File: config.mk
export PLATFORM = sky130hd
export DESIGN_NAME = bsel
export DESIGN_NICKNAME = d
export VERILOG_FILES = /design/src/rtl/bsel_pkg.sv /design/src/rtl/bsel_cix.sv /design/src/rtl/bsel.sv
export SDC_FILE = /design/constraint.sdc
export NUM_CORES = 1
export LEC_CHECK = 0
export CELL_PAD_IN_SITES_DETAIL_PLACEMENT = 1
export CELL_PAD_IN_SITES_GLOBAL_PLACEMENT = 1
export CORE_UTILIZATION = 42
export CTS_CLUSTER_DIAMETER = 60
export DETAILED_ROUTE_END_ITERATION = 7
export GPL_ROUTABILITY_DRIVEN = 0
export PLACE_DENSITY = 0.83
export SLEW_MARGIN = 20
export SYNTH_ARGS = -nofsm -noshare
export SYNTH_HDL_FRONTEND = slang
export SYNTH_SLANG_ARGS = --single-unit
File: constraint.sdc
create_clock -name clock -period 5.15 [get_ports clock]
set_input_delay 1.03 -clock clock [delete_from_list [all_inputs] [get_ports clock]]
set_output_delay 1.03 -clock clock [all_outputs]
set_load 0.03 [all_outputs]
File: src/rtl/bsel_pkg.sv
// Shared types for the bit-select unit: controller state encoding and the
// count/index op-codes understood by the cix counting block.
package bsel_pkg;

    typedef enum logic [1:0] {
        IDLE = 2'd0,
        RUN  = 2'd1,
        DONE = 2'd2
    } bsel_state_t;

    typedef enum logic [1:0] {
        CIX_PCNT = 2'd0,
        CIX_ZCNT = 2'd1,
        CIX_CTZ  = 2'd2,
        CIX_CLZ  = 2'd3
    } cix_op_t;

endpackage

File: src/rtl/bsel_cix.sv
// Combinational count/index block: population count, zero count and
// trailing/leading zero count of a 2**ORDER-bit word.
module cix
    import bsel_pkg::*;
#(
    parameter int ORDER = 3
) (
    input  cix_op_t                 op,
    input  logic [(2**ORDER)-1:0]   data,
    output logic [ORDER:0]          cnt
);

    localparam int W = 2**ORDER;

    logic seen;

    always_comb begin
        cnt  = '0;
        seen = 1'b0;
        case (op)
            CIX_PCNT: begin
                for (int i = 0; i < W; i++) begin
                    cnt = cnt + (ORDER+1)'(data[i]);
                end
            end
            CIX_ZCNT: begin
                for (int i = 0; i < W; i++) begin
                    cnt = cnt + (ORDER+1)'(!data[i]);
                end
            end
            CIX_CTZ: begin
                // An all-zero word yields W.
                for (int i = 0; i < W; i++) begin
                    if (!seen) begin
                        if (data[i]) seen = 1'b1;
                        else         cnt  = cnt + (ORDER+1)'(1);
                    end
                end
            end
            CIX_CLZ: begin
                for (int i = W-1; i >= 0; i--) begin
                    if (!seen) begin
                        if (data[i]) seen = 1'b1;
                        else         cnt  = cnt + (ORDER+1)'(1);
                    end
                end
            end
            default: cnt = '0;
        endcase
    end

endmodule

File: src/rtl/bsel.sv
// Sequential bit-select: finds the index of the k-th set (or clear) bit of a
// word by binary descent, one halving of the search window per clock.
module bsel
    import bsel_pkg::*;
#(
    parameter int ORDER = 3
) (
    input  logic                    clock,
    input  logic                    reset,
    input  logic                    in_valid,
    output logic                    in_ready,
    input  logic                    in_inv,
    input  logic [(2**ORDER)-1:0]   in_data,
    input  logic [ORDER-1:0]        in_rank,
    output logic                    out_valid,
    input  logic                    out_ready,
    output logic [ORDER-1:0]        out_pos,
    output logic                    out_none
);

    localparam int W = 2**ORDER;
    localparam logic [ORDER-1:0] LAST_STEP = ORDER'(ORDER - 1);

    bsel_state_t        state;
    logic [W-1:0]       d;
    logic [ORDER:0]     k;
    logic [ORDER-1:0]   pos;
    logic [ORDER-1:0]   step;

    logic [W-1:0]       win;
    logic [ORDER:0]     c;
    logic [ORDER-1:0]   h;
    logic               none_w;

    // Lower half of the current search window: h = W >> (s+1) ones from bit 0.
    function automatic logic [W-1:0] low_mask(input logic [ORDER-1:0] s);
        logic [W-1:0] m;
        m = '0;
        for (int i = 0; i < W; i++) begin
            if (i < (W >> (int'(s) + 1))) m[i] = 1'b1;
        end
        return m;
    endfunction

    function automatic logic [ORDER-1:0] half_w(input logic [ORDER-1:0] s);
        return ORDER'(W >> (int'(s) + 1));
    endfunction

    assign win = d & low_mask(step);
    assign h   = half_w(step);

    // Inversion is folded into d at capture, so a plain popcount serves both modes.
    cix #(
        .ORDER (ORDER)
    ) u_cix (
        .op   (CIX_PCNT),
        .data (win),
        .cnt  (c)
    );

    // After the last step the target, if it exists, has been shifted down to bit 0.
    assign none_w   = !(d[0] && (k == '0));
    assign in_ready = (state == IDLE);

    always_ff @(posedge clock) begin
        if (reset) begin
            state     <= IDLE;
            d         <= '0;
            k         <= '0;
            pos       <= '0;
            step      <= '0;
            out_valid <= 1'b0;
            out_pos   <= '0;
            out_none  <= 1'b0;
        end else begin
            case (state)
                IDLE: begin
                    if (in_valid) begin
                        d     <= in_data ^ {W{in_inv}};
                        k     <= {1'b0, in_rank};
                        pos   <= '0;
                        step  <= '0;
                        state <= RUN;
                    end
                end
                RUN: begin
                    // Target lies in the upper half: skip the lower half's count.
                    if (k >= c) begin
                        k   <= k - c;
                        pos <= pos + h;
                        d   <= d >> h;
                    end
                    step <= step + ORDER'(1);
                    if (step == LAST_STEP) state <= DONE;
                end
                DONE: begin
                    if (!out_valid) begin
                        out_valid <= 1'b1;
                        out_none  <= none_w;
                        out_pos   <= none_w ? '0 : pos;
                    end else if (out_ready) begin
                        out_valid <= 1'b0;
                        state     <= IDLE;
                    end
                end
                default: state <= IDLE;
            endcase
        end
    end

endmodule

# Yosys cells after proc, flatten, opt, wreduce, memory -nomap -nowiden
# Index checks and enable logic that the tools add are counted.
# word_totals
regBits	25
in_bits	16
word_cells	76
output_inout_bits	6
# op_classes
bitwise_logic	3
magnitude_cmp	9
reduce_logical	9
muxes	26
shifts	2
n_eq_ne	8
add_sub_neg	11
# op_table
cell	count
4-bit by 32-bit less-than comparator with 1-bit output, first input constant	4
3-bit by 32-bit less-than comparator with 1-bit output, first input constant	2
1-bit by 32-bit less-than comparator with 1-bit output, first input constant	1
2-bit by 32-bit less-than comparator with 1-bit output, first input constant	1
4-bit by 4-bit right shift with 32-bit output, first input constant	1
4-bit by 1-bit adder with 4-bit output	6
8-bit 2-to-1 mux	2
8-bit case mux with 2 select lines	1
3-bit case mux with 2 select lines	2
1-bit 2-to-1 mux	10
2-bit inequality test, second input constant	5
3-bit 2-to-1 mux	3
8-bit bitwise AND	1
2-bit 2-to-1 mux	4
4-bit 2-to-1 mux	2
4-bit case mux with 2 select lines	1
8-bit by 3-bit right shift with 8-bit output	1
8-bit bitwise XOR	1
2-bit case mux with 3 select lines	1
3-bit by 1-bit adder with 4-bit output, second input constant	1
4-bit greater-or-equal comparator	1
4-bit logical NOT	1
2-bit AND reduction	2
4-bit AND reduction	1
other kinds (13)	13

# Longest topological paths before layout
# depth
depth_word	15
ltp_mapped	22
depth_no_buf	20

# Modules after synthesis
# From an unflattened synthesis, not the netlist that was laid out.
# hier_totals
hier_cells	359
area_unflattened_um2	2894.0
# modules_own_cells
module	seq_area_each_um2	area_each_um2	instances	cells_per_inst
bsel	500.5	1795.5	1	216
cix	0.0	1098.6	1	143

# Worst setup path after synthesis
# OpenSTA, ideal clock, no wires.
# synth_path
kind	register to register
start	reg step[1]
end	reg d[0]
setup_slack_ps	550
required_ps	5089
period_less_slack_ps	4600
setup_ps	61
path_buffers	1
path_stages_with_launch	21
arrival_ps	4539
cell_sequence	dfxtp_1 -> inv_1 -> ha_1 -> buf_4 -> nor3_1 -> nor2_1 -> and2_1 -> ha_1 -> inv_1 -> fa_1 -> inv_1 -> ha_1 -> fa_1 -> inv_1 -> fa_1 -> ha_1 -> nand2_1 -> a31oi_1 -> o21ai_1 -> a2111oi_0 -> a32o_1
# synth_via
elab_chain_cells	15
word_cells_on_any_way	32
classes_between	add/sub: 8; order compare: 9; eq/ne: 1; shift: 2; mux: 10; bitwise: 1; reduce/logical: 1
# synth_rtl
element	line	text
start: declaration	bsel.sv:28	logic [ORDER-1:0] step;
start signal: assignment	bsel.sv:93	step <= step + ORDER'(1);
3-bit by 1-bit adder with 4-bit output *	bsel.sv:40, bsel.sv:46	
4-bit by 4-bit right shift with 32-bit output *	bsel.sv:46	return ORDER'(W >> (int'(s) + 1));
1-bit by 32-bit less-than comparator with 1-bit output or 2-bit by 32-bit less-than comparator with 1-bit output (tied branches)	bsel.sv:40	if (i < (W >> (int'(s) + 1))) m[i] = 1'b1;
1-bit 2-to-1 mux	bsel.sv:40	
8-bit bitwise AND	bsel.sv:49	assign win = d & low_mask(step);
1-bit by 1-bit adder with 2-bit output	bsel_cix.sv:23	cnt = cnt + (ORDER+1)'(data[i]);
4-bit by 1-bit adder with 4-bit output (6 in a row)	bsel_cix.sv:23	
4-bit greater-or-equal comparator	bsel.sv:88	if (k >= c) begin
2-bit inequality test (no source line)	--	
3-bit AND reduction (no source line)	--	
end signal: assignment	bsel.sv:79	d <= in_data ^ {W{in_inv}};
end signal: assignment	bsel.sv:91	d <= d >> h;
end: declaration	bsel.sv:25	logic [W-1:0] d;
# Mark *: on every way between the ends. The rest lies on a longest branch, timed or not. The select of a mux whose other input is x is not followed.
# A chain may end at the register's enable or synchronous reset.

# Final worst setup path
# layout_path
start	reg step[0]
end	reg d[0]
# Same word-level chain as after synthesis.

==> reports/qor.yml <==
status:
  status: "completed"
setup_path:
  worstSetupStartpointType: "register"
  criticalPathCategory: "reg2reg"
  critPathRequiredTime_ns: 5.37
  cp_max_fo: 14
  cp.arrival_ns: 5.22
  cp-end-kind: "register"
final_layout:
  diodes: 0
  syn_to_final_growth_pct: 19.06
  nNetsFinal: 286
  final_util_pct: 53.56
  drive_above_1_share_pct: 9.163
  postLayoutCellArea_mm2: 0.002220
  fillers: 521
logic_synthesis:
  ys_async_sr_fraction_pct: 0
  synth_common_cells: "25 x dfxtp_1, 22 x nor2_1, 19 x nand2_1, 16 x inv_1, 14 x ha_1"
  synth_area_leaders: "dfxtp_1 27%, ha_1 9.4%, nor2_1 4.4%"
  synth.most_common_cell: "dfxtp_1"
  syn_nets: 264
  yosys.area.top_type: "dfxtp_1"
  synth-seq-cells: 25
  synthFlopType: "dfxtp_1"
  synth_cell_type_count: 46
  netlist_area_mm2: 0.001864
  ys_seq_area_share_pct: 26.85
  synth_cells: 230
  synth.avg_cell_area_um2: 8.106
  ys_warn_count: 0
  synth_top_area_share_pct: 26.85
  synth_enable_flop_cells: 0
worst_hold_path:
  hold_path.class: "reg2reg"
die:
  rows: 23
  ios: 22
  die_area_mm2: 0.004709
  die_w_um: 68.63
  die_h_um: 68.63
  start_util_pct: 44.99
  core-area_mm2: 0.004144
cts:
  clock_latency_ns: 0.28
  cts_root_buf: "clkbuf_8"
  clockBufferDepth: 2
  clk_pin_slew_worst_paths_ns: 0.10
  htreeDepth: 1
  cts_buffers: 3
  cts.sinks: 25
  cts_tree: "done"
global_routing:
  grt_max_degree: 25
  track_usage_pct: 25.40
  met2_usage_pct: 43.50
  grtUsageMet1_pct: 31.98
  busiest_layer: "met2"
  use_met3_pct: 4.112
  grt_first_pass_wirelength_um: 8714
  grt_pass1_vias: 1748
  antenna_found_initial: 0
  overflow: 0
timing:
  final_max_slew_viol_count: 0
  fin_tns_setup_ns: 0
  finalSetupViolations: 0
  min_period_ns: 5.001
  finalHoldViolations: 0
  worst_pin_slew_ns: 1.065
  skew_ns: 0.004579
  fmax_mhz: 200.0
  slew_headroom_pct: 28.86
  finalCritPeriodShare_pct: 97.11
pwr:
  p_per_area_mw_per_mm2: 295.9
  ir_drop_mv: 0.1150
  p_leak_nw: 0.8626
route:
  finalWirelength_um: 5510
  vias: 1785
  antenna_left: 0
  dr.pass1.iters: 4
  drt-vias-per-instance: 5.930
  drt_iter0_drc: 85
  wl_per_cell_um: 18.31
  drc: 0
placed_design:
  hpwl_um: 4106
  io_buffers: 21
  post_dp_cell_area_mm2: 0.002130
run:
  drv_cap: 0
[repair_timing]
| action | 4_1_cts | 5_1_grt |
|---|---|---|
| setup buffers | 0 | 1 |
| hold buffers | 0 | 0 |
| endpoints found under the setup margin | 1 | 10 |
| gates resized for setup | 1 | 9 |
| pin swaps | 0 | 1 |
[cell type report]
cell class	count	area, um^2	area share (%)
clock inverter	1	7.507	0.3382
timing repair buffer	29	270.3	12.18
multi-input combinational	177	1275	57.44
tap	50	62.56	2.818
inverter	16	60.06	2.706
sequential	25	503.0	22.66
clock buffer	3	41.29	1.860
[logic make-up (layout without fill, tap and decap cells)]
| logic type | Yosys count | after routing | synth area share, % |
|---|---|---|---|
| fa+ha+maj | 18 | 18 | 13.69 |
| buf+inv | 28 | 49 | 6.443 |
| mux | 6 | 6 | 3.222 |
| flops | 25 | 25 | 26.85 |
| simple gates | 75 | 75 | 20.20 |
| compound gates | 66 | 66 | 23.96 |
| xor+xnor | 12 | 12 | 5.638 |
[cells in the final DEF (no fill, tap or decap), types with 3 or more instances in the layout]
cell and instances:
a211oi_1 9, nor2_1 21, xnor2_1 4, fa_1 4
a22oi_1 6, clkdlybuf4s50_1 21, nand2_1 19, buf_4 8
nand2b_1 5, nand3_1 7, a21oi_1 12, o211ai_1 3
xor2_1 8, o21ai_0 11, inv_1 16, ha_1 14
nor2b_1 6, dfxtp_1 23, mux2i_1 6, and3_1 3
o21ai_1 3, clkbuf_8 3
[layer usage]
layer / up-vias / wire length [um]
met2: 36 / 2736
met4: 0 / 62
li1: 865 / -
met3: 6 / 187
met1: 878 / 2524
met5: - / 0
[report_power, final]
part | leakage (nW) | internal [mW] | switching (mW)
Sequential | 0.205 | 0.214 | 0.0267
Clock | 0.0217 | 0.0551 | 0.0708
Combinational | 0.636 | 0.125 | 0.165
[metrics by stage]
step	cells	hold slack [ns]	total power [mW]	worst slack (ns)
6_report	301	0.4876	0.6568	0.1488
5_1_grt	301	0.5258	0.7006	-0.07866
4_1_cts	300	0.4906	0.6387	0.08773
3_5_place_dp	296	0.4769	0.5092	0.08136
3_3_place_gp	296	0.4617	0.4942	0.3798
2_1_floorplan	230	0.4451	0.4222	0.5500
[path summary, 6_finish.rpt]
kind	startpoint	to	slack, ns	cells after the start
setup reg to reg	step[0]	d[0]	0.15	20
setup / recovery	step[0]	d[0]	0.15	20
hold / removal	step[0]	step[0]	0.49	1
hold reg to reg	step[0]	step[0]	0.49	1
[state kept, by name (all words and copies together), names as in the netlist]
signal     flops
d              8
k              4
out_none       1
out_pos        3
out_valid      1
pos            3
state          2
step           3
[worst max-delay path, cell delays in order (launching register included)]
cell and delay, ns:
dfxtp_2 0.38, inv_1 0.07, ha_1 0.23, nor3_2 0.28
nor2_2 0.09, and2_1 0.17, ha_1 0.27, inv_1 0.06
fa_1 0.53, inv_1 0.04, ha_1 0.29, fa_1 0.44
inv_1 0.08, fa_1 0.43, ha_1 0.31, nand2_1 0.09
a31oi_4 0.21, o21ai_1 0.12, buf_4 0.21, a2111oi_1 0.41
a32o_1 0.20
Note: power is estimated with default switching activity, not from simulation.
